### src/rtl/aes_acc_pkg.sv
// ============================================================================
// Module      : aes_acc_pkg
// Description : Shared widths and the state-beat type for the AES datapath.
// Revision    : 1.0 - initial release
// ============================================================================
`default_nettype none

package aes_acc_pkg;

   localparam int c_data_w_default = 64;
   localparam int c_tag_w_default  = 4;
   localparam int c_stages_max     = 4;

   typedef struct packed {
      logic [c_data_w_default-1:0] hi;
      logic [c_data_w_default-1:0] lo;
      logic [c_tag_w_default-1:0]  tag;
   } state_beat_t;

endpackage

`default_nettype wire

### src/rtl/add_round_key_pipe_slot.sv
// ============================================================================
// Module      : pipe_skid_slot
// Description : One valid/ready register slot with a parametrised payload.
// Revision    : 1.0 - initial release
// ============================================================================
`default_nettype none

module pipe_skid_slot #(
   parameter int PAYLOAD_W = 8
) (
   input  logic                 clk,
   input  logic                 rst,
   input  logic                 i_valid,
   output logic                 i_ready,
   input  logic [PAYLOAD_W-1:0] i_data,
   output logic                 o_valid,
   input  logic                 o_ready,
   output logic [PAYLOAD_W-1:0] o_data
);

   logic                 r_valid;
   logic [PAYLOAD_W-1:0] r_data;

   // Accept when empty or when the held beat leaves this same cycle.
   assign i_ready = !r_valid || o_ready;
   assign o_valid = r_valid;
   assign o_data  = r_data;

   always_ff @(posedge clk) begin
      if (rst) begin
         r_valid <= 1'b0;
         r_data  <= '0;
      end else if (i_valid && i_ready) begin
         r_valid <= 1'b1;
         r_data  <= i_data;
      end else if (o_ready) begin
         r_valid <= 1'b0;
      end
   end

endmodule

`default_nettype wire

### src/rtl/add_round_key_pipe.sv
// ============================================================================
// Module      : add_round_key_pipe
// Description : Pipelined AES AddRoundKey with valid/ready, tag and skid entry.
// Revision    : 1.0 - initial release
// ============================================================================
`default_nettype none

module add_round_key_pipe
   import aes_acc_pkg::*;
#(
   parameter int DATA_W = c_data_w_default,
   parameter int STAGES = 2,
   parameter int TAG_W  = c_tag_w_default
) (
   input  logic              clk,
   input  logic              rst,
   input  logic [DATA_W-1:0] i_data_in_higher,
   input  logic [DATA_W-1:0] i_data_in_lower,
   input  logic [DATA_W-1:0] i_key_in_higher,
   input  logic [DATA_W-1:0] i_key_in_lower,
   input  logic [TAG_W-1:0]  i_tag,
   input  logic              i_valid,
   output logic              i_ready,
   output logic [DATA_W-1:0] o_data_out_higher,
   output logic [DATA_W-1:0] o_data_out_lower,
   output logic [TAG_W-1:0]  o_tag,
   output logic              o_valid,
   input  logic              o_ready,
   output logic              o_busy
);

   localparam int c_beat_w = 2*DATA_W + TAG_W;

   if (STAGES < 1 || STAGES > c_stages_max) begin : g_stages_check
      $error("add_round_key_pipe: STAGES must be in 1..%0d", c_stages_max);
   end

   // Index k is the handshake entering slot k; index STAGES is the output.
   logic [STAGES:0]     w_valid;
   logic [STAGES:0]     w_ready;
   logic [c_beat_w-1:0] w_data [STAGES+1];

   logic [c_beat_w-1:0] w_in_beat;
   logic                w_accept;
   logic                w_skid_valid;
   logic                w_skid_in_ready;
   logic [c_beat_w-1:0] w_skid_data;

   assign w_in_beat = {i_data_in_higher ^ i_key_in_higher,
                       i_data_in_lower  ^ i_key_in_lower,
                       i_tag};

   assign i_ready  = !w_skid_valid;
   assign w_accept = i_valid && i_ready;

   // A waiting skid beat always goes first so ordering is preserved.
   assign w_valid[0] = w_skid_valid || w_accept;
   assign w_data[0]  = w_skid_valid ? w_skid_data : w_in_beat;

   pipe_skid_slot #(
      .PAYLOAD_W (c_beat_w)
   ) u_skid (
      .clk     (clk),
      .rst     (rst),
      .i_valid (w_accept && !w_ready[0] && w_skid_in_ready),
      .i_ready (w_skid_in_ready),
      .i_data  (w_in_beat),
      .o_valid (w_skid_valid),
      .o_ready (w_ready[0]),
      .o_data  (w_skid_data)
   );

   for (genvar k = 0; k < STAGES; k++) begin : g_slot
      pipe_skid_slot #(
         .PAYLOAD_W (c_beat_w)
      ) u_slot (
         .clk     (clk),
         .rst     (rst),
         .i_valid (w_valid[k]),
         .i_ready (w_ready[k]),
         .i_data  (w_data[k]),
         .o_valid (w_valid[k+1]),
         .o_ready (w_ready[k+1]),
         .o_data  (w_data[k+1])
      );
   end

   assign w_ready[STAGES] = o_ready;
   assign o_valid         = w_valid[STAGES];
   assign {o_data_out_higher, o_data_out_lower, o_tag} = w_data[STAGES];
   assign o_busy          = (|w_valid[STAGES:1]) || w_skid_valid;

endmodule

`default_nettype wire

### config.mk
export PLATFORM = sky130hd
export DESIGN_NAME = add_round_key_pipe
export DESIGN_NICKNAME = d
export VERILOG_FILES = /design/src/rtl/aes_acc_pkg.sv /design/src/rtl/add_round_key_pipe_slot.sv /design/src/rtl/add_round_key_pipe.sv
export SDC_FILE = /design/constraint.sdc
export NUM_CORES = 1
export LEC_CHECK = 0
export BUFFER_PORTS_ARGS = -buffer_cell sky130_fd_sc_hd__buf_2
export CORE_UTILIZATION = 30
export DETAILED_ROUTE_END_ITERATION = 6
export PLACE_DENSITY = 0.6
export SLEW_MARGIN = 20
export SYNTH_ARGS = -nofsm -noshare
export SYNTH_HDL_FRONTEND = slang
export SYNTH_SLANG_ARGS = --single-unit
### constraint.sdc
create_clock -name clk -period 3 [get_ports clk]
set_input_delay 0.15 -clock clk [delete_from_list [all_inputs] [get_ports clk]]
set_output_delay 0.15 -clock clk [all_outputs]
set_load 0.01 [all_outputs]
==> out/summary.txt, run 1 <==
post-DR wirelength/cell - 17.4 um
syn_nets - 2,059
Leak Pwr - 8.50 nW
CP required - 2.85 ns
Layout area overhead - 38.6%
FF+latch count, synth - 399
Max-slew headroom - 41.6%
worst slew pin tran - 0.876 ns
Die ar. - 56,100 um^2
VDD IR max - 333 uV
Reg-to-Reg Start - u_skid.o_valid
die width - 237 um
Clock transition at path regs - 0.06 ns
min cycle time layout - 2.27 ns
Clock Sinks - 399
max frequency - 440 MHz
# setup viols final - 0
via count - 15,617
Setup TNS Final - 0 ns
fin. max-slew vios - 0
clock tree buffer depth - 3
number of cell rows - 85
total track usage - 18.4%
Vias/cell - 5.12
Synth Warn # - 0
Ports - 399
Fillers - 5,161
worst skew pair latency - 0.56 ns
cts repair resizes - 0
hold_sp - i_data_in_lower[50]
Placed Area - 18,900 um^2
Final HPWL DP - 30.5 mm
PwrDens - 565 nW/um^2
Post-CTS Setup Bufs - 0
CP endpoint kind - output pin
first-pass GRT wire length - 84.2 mm
EDFF count, synth - 0
Fin. Hold Viols - 0
startpoint types - register
mapped cell area - 16,600 um^2
clk root buf - clkbuf_16
CTS Buf Count - 44
post-route clock period utilization - 75.8%
syn avg cell area - 9.22 um^2
H-tree levels - 2
CTS tree - built
vias in the first global route - 15,704
gpl congestion - 0.759
Die H - 237 um
WL final - 53.0 mm
CP Class - reg -> out
Tot Pwr - 13.0 mW
post-route ant nets - 0
CTS Hold Buffers Added - 251
Max Cap Viol - 0
Finished Cell Area - 22,900 um^2
RSZ-0062 raised after global routing - no
layout cells sized above 1 - 24.6%
main flop type after synthesis - dfxtp_1
post-synthesis sequential area ratio - 48.3%
Final Skew - 0.0106 ns
post-synthesis instance total - 1,795
number of buffers added on ports - 398
largest net degree at the start of global routing - 133
post-synth cell types - 29
CP startpoint - g_slot[0].u_slot.o_valid
Critical Path AT - 2.12 ns
DR DRC count - 0
FFs w/ async S/R, synth - 0%
worst hold path type - in -> reg
Iter 0 DRT Violations - 1,027
outcome - completed
CP Max Fanout - 68
Initial Util - 30.6%
Remaining Overflow, GRT - 0
initial antenna violation count - 2
nets@finish - 2,587
drt first pass iters - 5
core area - 54,100 um^2
r2r setup slk - 0.88 ns
worst max-delay path, stage by stage, from the launching register on:
cell and delay [ns]:
dfxtp_4 0.39, buf_4 0.67, or3_1 0.30, buf_2 0.16
stage by stage:
step | cells | hold slack, ns | util (%) | setup slack [ns]
global placement | 2722 | 0.421 | 34.9 | 0.940
floorplan | 1795 | 0.298 | - | 1.58
global route | 3050 | 0.0102 | 42.4 | 0.635
detailed placement | 2722 | 0.431 | 34.9 | 0.884
finish | 3050 | 0.0114 | 42.4 | 0.726
CTS | 3049 | 0.000496 | 42.4 | 0.694
final timing paths:
check,to,cells past startpoint
worst min-delay path,u_skid.o_data[54],3
worst max-delay path,o_busy,3
worst min register to register,g_slot[1].u_slot.o_data[114],2
worst max register to register,g_slot[0].u_slot.o_data[20],4
flip-flops by register name, summed over array words and instances (netlist names):
name                   flops
u_skid.o_data            132
g_slot.u_slot.o_data     264
u_skid.o_valid             1
g_slot.u_slot.o_valid      2
cell type report:
type	count	area, um^2	share of cell area [%]
antenna	1	2.50	0.0109
clock inverter	13	213	0.927
sequential	399	8000	34.9
clock buffer	63	1320	5.74
timing repair buffer	673	4880	21.3
multi-input combinational	1202	7640	33.3
inverter	3	13.8	0.0600
tap	696	871	3.80
logic make-up after synthesis:
logic type | synth area share, %
simple gates | 7.51
mux | 0.242
flops | 48.3
buf+inv | 5.81
compound gates | 31.4
xor+xnor | 6.77
synth_stat cells (2+ instances only):
master | number | area [um^2]
a211oi_1 | 48 | 360
a211oi_2 | 80 | 1000
a21oi_1 | 270 | 1350
a22o_1 | 128 | 1120
a311oi_1 | 4 | 35.0
buf_1 | 6 | 22.5
buf_2 | 51 | 255
buf_4 | 3 | 22.5
buf_6 | 21 | 236
clkbuf_1 | 110 | 413
dfxtp_1 | 399 | 7990
inv_1 | 2 | 7.51
mux2i_1 | 4 | 40.0
nand2_1 | 128 | 480
nand3_1 | 136 | 681
nor2_1 | 2 | 7.51
o21ai_0 | 264 | 1320
xnor2_1 | 128 | 1120
power by group:
group          internal (mW)  switching, mW
clock network           3.48           2.21
registers               5.51          0.117
logic                  0.816          0.830
total                   9.81           3.16
metal layers:
| layer | GRT usage (%) | wire [um] |
|---|---|---|
| met3 | 3.30 | 2460 |
| met1 | 22.5 | 22900 |
| met2 | 32.2 | 26200 |
| met4 | 6.43 | 1470 |
| met5 | 0 | 12 |
placed cells by master (no fill, tap or decap), types with 2 or more instances in the layout:
cell           count
dfxtp_4            2
a22o_1           128
a211oi_1          48
clkbuf_1           8
clkbuf_8           8
mux2i_1            4
bufinv_16          5
dlygate4sd3_1    251
clkbuf_16         47
buf_4             10
nand3_1          136
nand2_1          128
a21oi_1          270
buf_2            396
a211oi_2          80
buf_12            15
inv_1              2
xnor2_1          128
clkinvlp_4         3
a311oi_1           4
o21ai_0          264
dfxtp_1          397
clkinv_2           3
No activity file was read; power rests on OpenSTA's default activity.
==> inputs of run 2 (changes only) <==
==> constraint.sdc (replaced) <==
create_clock -name clk -period 2.4 [get_ports clk]
set_input_delay 0.12 -clock clk [delete_from_list [all_inputs] [get_ports clk]]
set_output_delay 0.12 -clock clk [all_outputs]
set_load 0.01 [all_outputs]
==> run 2 against run 1 <==
Compared with the run above:
- worst setup slack worse by 0.39 ns
- clock skew is 0.0043 ns higher
- design area is 2.4% higher
- combinational power is 30% higher
- sequential share of layout area is 0.83 points lower
- sequential cell count stayed put
- count of clock-buffer cells in the layout is 3 higher
- wire length is 3.9% higher
- largest power group unchanged
- largest cell class unchanged
- hold slack better by 0.017 ns
- first-iteration DRC count is 0.39% higher
- sequential power is 25% higher
- global-route usage is 0.78 points higher
==> out/summary.txt, run 2 (same netlist as run 1, synthesis figures left out) <==
placed cells - 2,729
outcome - completed
most common cell after layout, fill and taps aside - dfxtp_1
Clock Sinks - 399
DR DRC count - 0
CP Buf/Inv Count - 2
final cell count without fillers - 3,109
Remaining Overflow, GRT - 0
most frequent cells in the layout - dfxtp_1, buf_2, dlygate4sd3_1, a21oi_1, o21ai_0
worst-path cell chain - and4bb_4 -> buf_12 -> nand3_1 -> a21oi_1 -> dlygate4sd3_1
worst slew pin tran - 0.726 ns
CP top delay family - buffers and inverters
Max-slew headroom - 51.6%
via count - 15,934
drt first pass iters - 5
H-tree levels - 2
CP endpoint kind - register
worst skew pair latency - 0.57 ns
first-pass GRT wire length - 87.6 mm
core area - 54,100 um^2
clk root buf - clkbuf_16
CP Class - reg -> reg
CP Max Fanout - 76
initial antenna violation count - 3
Initial Util - 30.6%
Clock transition at path regs - 0.06 ns
CTS Buf Count - 45
CP required - 2.90 ns
Post-CTS Setup Bufs - 0
nets@finish - 2,639
Iter 0 DRT Violations - 1,031
RSZ-0062 raised after global routing - no
CTS tree - built
worst hold path type - in -> reg
Layout area overhead - 41.9%
Slowest-stage cell, CP - dlygate4sd3_1
max reg flops - 264
number of buffers added on ports - 398
post-route ant nets - 0
post-route clock period utilization - 85.8%
layout cells sized above 1 - 24.6%
Setup TNS Final - 0 ns
Max Cap Viol - 0
critical path's largest stage delay - 0.56 ns
PwrDens - 694 nW/um^2
largest net degree at the start of global routing - 167
Critical Path AT - 2.57 ns
Ports - 399
CTS Hold Buffers Added - 295
WL final - 55.1 mm
Final HPWL DP - 30.8 mm
Die H - 237 um
total track usage - 19.2%
post-DR wirelength/cell - 17.7 um
clock tree buffer depth - 3
# setup viols final - 0
Vias/cell - 5.13
vias in the first global route - 16,097
max frequency - 485 MHz
startpoint types - register
Leak Pwr - 8.77 nW
Final Skew - 0.0148 ns
gpl congestion - 0.780
Die ar. - 56,100 um^2
Fin. Hold Viols - 0
cts repair resizes - 0
min cycle time layout - 2.06 ns
Placed Area - 19,000 um^2
number of cell rows - 85
Final Util - 43.4%
VDD IR max - 447 uV
die width - 237 um
Finished Cell Area - 23,500 um^2
fin. max-slew vios - 0
[run 2: area by class of cell]
type	count	area, um^2
fillers	5049	30600
clock buffers	66	1370
flip-flops and latches	399	8000
well taps	696	871
multi-input cells	1202	7640
repair buffers	724	5430
diodes	2	5.00
clock inverters	17	174
inverters	3	13.8
[run 2: stage by stage]
step | total power, mW | hold WS (ns) | setup slack (ns)
2_1_floorplan | 8.08 | 0.268 | 0.981
3_3_place_gp | 8.72 | 0.395 | 0.520
3_5_place_dp | 8.75 | 0.399 | 0.489
4_1_cts | 16.4 | 0.00102 | 0.334
5_1_grt | 16.9 | 0.0327 | 0.226
6_report | 16.3 | 0.0287 | 0.340
[run 2: final timing paths]
| path | slack, ns | to | startpoint | depth (start not counted) |
|---|---|---|---|---|
| min | 0.03 | g_slot[0].u_slot.o_data[70] | i_key_in_higher[2] | 4 |
| min reg2reg | 0.47 | g_slot[1].u_slot.o_data[113] | g_slot[0].u_slot.o_data[113] | 2 |
| max reg2reg | 0.34 | u_skid.o_data[1] | u_skid.o_valid | 5 |
| max | 0.34 | u_skid.o_data[1] | u_skid.o_valid | 5 |
[run 2: worst min-delay path, cell delays in order]
cell     delay (ns)
buf_2          0.09
xnor2_1        0.09
o21ai_0        0.15
a22o_1         0.11
[run 2: report_power, final]
| part | total (mW) | switching, mW | internal [mW] |
|---|---|---|---|
| logic | 2.14 | 1.06 | 1.08 |
| registers | 7.04 | 0.146 | 6.89 |
| clock network | 7.12 | 2.84 | 4.28 |
[run 2: per-layer routing]
| layer | vias to the layer above | track usage (%) | wire [um] |
|---|---|---|---|
| met2 | 519 | 33.0 | 26800 |
| li1 | 7657 | - | - |
| met1 | 7633 | 23.7 | 23600 |
| met4 | 0 | 7.73 | 1900 |
| met5 | - | 0 | 0 |
| met3 | 125 | 3.09 | 2770 |
==> inputs of run 3 (changes only) <==
--- a/config.mk
+++ b/config.mk
@@ -5,10 +5,11 @@
 export SDC_FILE = /design/constraint.sdc
 export NUM_CORES = 1
 export LEC_CHECK = 0
+export ABC_AREA = 1
 export BUFFER_PORTS_ARGS = -buffer_cell sky130_fd_sc_hd__buf_2
 export CORE_UTILIZATION = 30
 export DETAILED_ROUTE_END_ITERATION = 6
-export PLACE_DENSITY = 0.6
+export PLACE_DENSITY = 0.59
 export SLEW_MARGIN = 20
 export SYNTH_ARGS = -nofsm -noshare
 export SYNTH_HDL_FRONTEND = slang
==> run 3 against run 2 <==
Compared with the run above:
- the flow now finishes with violations (DRC)
- total power grew 7.3%
- via count grew 31%
- cell count grew 57%
- design area grew 18%
- global-route usage shrank 2.4 points
- area after synthesis grew 21%
- critical path depth is the same
- worst setup slack lost 0.011 ns
- combinational power grew 26%
- non-clock buffer count grew 46
- critical path type unchanged
- largest cell class is now multi-input gates
==> out/summary.txt, run 3 <==
post-route clock period utilization - 86.3%
drt first pass iters - 7
post-DR wirelength/cell - 12.0 um
Yosys top cell by area - dfxtp_1
CP Max Fanout - 34
via count - 20,802
PwrDens - 628 nW/um^2
FF+latch count, synth - 399
Clock transition at path regs - 0.06 ns
Max Cap Viol - 0
Slowest-stage cell, CP - dlygate4sd3_1
outcome - finished with violations
# setup viols final - 0
largest net degree at the start of global routing - 171
CTS Hold Buffers Added - 337
post-synthesis sequential area ratio - 39.8%
Ports - 399
mapped cell area - 20,100 um^2
Clock Sinks - 399
Final Skew - 0.0204 ns
clk root buf - clkbuf_16
gpl congestion - 0.757
max frequency - 483 MHz
Post-CTS Setup Bufs - 0
CP endpoint kind - register
most frequent cells in the layout - nand2_1, nor2_1, inv_1, dfxtp_1, buf_2
CP required - 2.84 ns
Max-slew headroom - 34.9%
DR DRC count - 23
EDFF count, synth - 0
VDD IR max - 424 uV
cts repair resizes - 0
Finished Cell Area - 27,800 um^2
vias in the first global route - 19,237
Tot Pwr - 17.5 mW
CP Buf/Inv Count - 2
syn avg cell area - 5.99 um^2
Placed Area - 22,800 um^2
max reg flops - 264
Critical Path AT - 2.52 ns
syn_nets - 3,616
Synth Warn # - 0
final setup margin - 0.329 ns
H-tree levels - 2
Layout area overhead - 38.6%
most common cell after layout, fill and taps aside - nand2_1
CP top delay family - buffers and inverters
Setup TNS Final - 0 ns
Die H - 261 um
post-route ant nets - 0
FFs w/ async S/R, synth - 0%
core area - 66,000 um^2
placed cells - 4,464
worst-path cell chain - nand2_1 -> nand2_4 -> buf_4 -> a21oi_1 -> dlygate4sd3_1
dpl ws - 0.613 ns
top post-synthesis cells by area - dfxtp_1, nand2_1, nor2_1
nets@finish - 4,250
final cell count without fillers - 4,889
failing checks - DRC
Fin. Hold Viols - 0
worst skew pair latency - 0.58 ns
worst hold path type - in -> reg
post-synth cell types - 15
layout cells sized above 1 - 12.9%
most instantiated library cell after synthesis - nand2_1
CTS tree - built
min cycle time layout - 2.07 ns
RSZ-0062 raised after global routing - no
post-synth top area share - 39.8%
Final HPWL DP - 34.8 mm
initial antenna violation count - 2
Die ar. - 68,000 um^2
Iter 0 DRT Violations - 977
worst slew pin tran - 0.976 ns
CP Class - reg -> reg
Leak Pwr - 14.7 nW
fin. max-slew vios - 0
startpoint types - register
number of buffers added on ports - 398
die width - 261 um
Vias/cell - 4.25
first-pass GRT wire length - 94.3 mm
critical path's largest stage delay - 0.56 ns
Remaining Overflow, GRT - 0
total track usage - 16.8%
number of cell rows - 94
post-synthesis instance total - 3,352
CTS Buf Count - 47
WL final - 58.5 mm
most instantiated cells after synthesis - nand2_1, nor2_1, inv_1, dfxtp_1, o21ai_0
main flop type after synthesis - dfxtp_1
clock tree buffer depth - 3
Initial Util - 30.4%
==> run 3: changes by cell type in the layout (fill, tap and decap cells not counted), moves of 8 or more <==
| cell | change |
|---|---|
| nand2_1 | +795 |
| a21oi_1 | -269 |
| a22o_1 | -128 |
| o21ai_0 | -131 |
| xnor2_1 | -128 |
| a211oi_2 | -80 |
| nand3_1 | -8 |
| inv_1 | +517 |
| o21bai_1 | +132 |
| a211oi_1 | -48 |
| dlygate4sd3_1 | +42 |
| buf_4 | +8 |
| nor2_1 | +921 |
==> run 3: area by class of cell <==
class	instances	area [um^2]
Multi-Input combinational cell	2245	9310
Antenna cell	2	5.00
Fill cell	6907	38100
Clock buffer	75	1480
Inverter	523	1970
Clock inverter	11	186
Timing Repair Buffer	770	5800
Tap cell	864	1080
Sequential cell	399	7990
==> run 3: power breakdown <==
part / internal, mW / switching, mW
sequential: 6.99 / 0.170
combinational: 1.22 / 1.46
clock: 4.75 / 2.89
==> run 3: through the flow <==
stage | hold slack (ns) | utilization (%)
after CTS | 0.000514 | 42.2
after global routing | 0.0312 | 42.2
after global placement | 0.360 | 34.5
after detailed placement | 0.365 | 34.5
after floorplan | 0.189 | -
final | 0.0203 | 42.2
==> run 3: worst register-to-register path, stage by stage, from the launching register on <==
cell and delay (ns):
dfxtp_1 0.41, nand2_1 0.13, nand2_4 0.32, buf_4 0.43, a21oi_1 0.11, dlygate4sd3_1 0.56
==> run 3: final timing paths <==
check                                    from                          end  slack, ns  depth (start not counted)
setup / recovery     g_slot[1].u_slot.o_valid     g_slot[1].u_slot.o_valid       0.33                          5
hold / removal           i_data_in_higher[51]           u_skid.o_data[119]       0.02                          7
setup reg to reg     g_slot[1].u_slot.o_valid     g_slot[1].u_slot.o_valid       0.33                          5
hold reg to reg   g_slot[1].u_slot.o_data[71]  g_slot[1].u_slot.o_data[71]       0.47                          2
==> run 3: logic make-up (layout without fill, tap and decap cells) <==
kind of cell           Yosys count  in the layout  synth area share [%]
and+or+nand+nor               1979           1979                  37.8
buffers and inverters          708           1379                  14.1
DFF                            399            399                  39.8
AOI/OAI and AO/OA              266            266                  8.27
other                            0              2                     0
==> run 3: per-layer routing <==
metal  up-vias  share of wire [%]  track usage, %
li1      11129                  -               -
met3       102                4.0            2.87
met4         0                3.1            5.93
met2       347                 48            30.0
met5         -                  0               0
met1      9224                 45            20.1
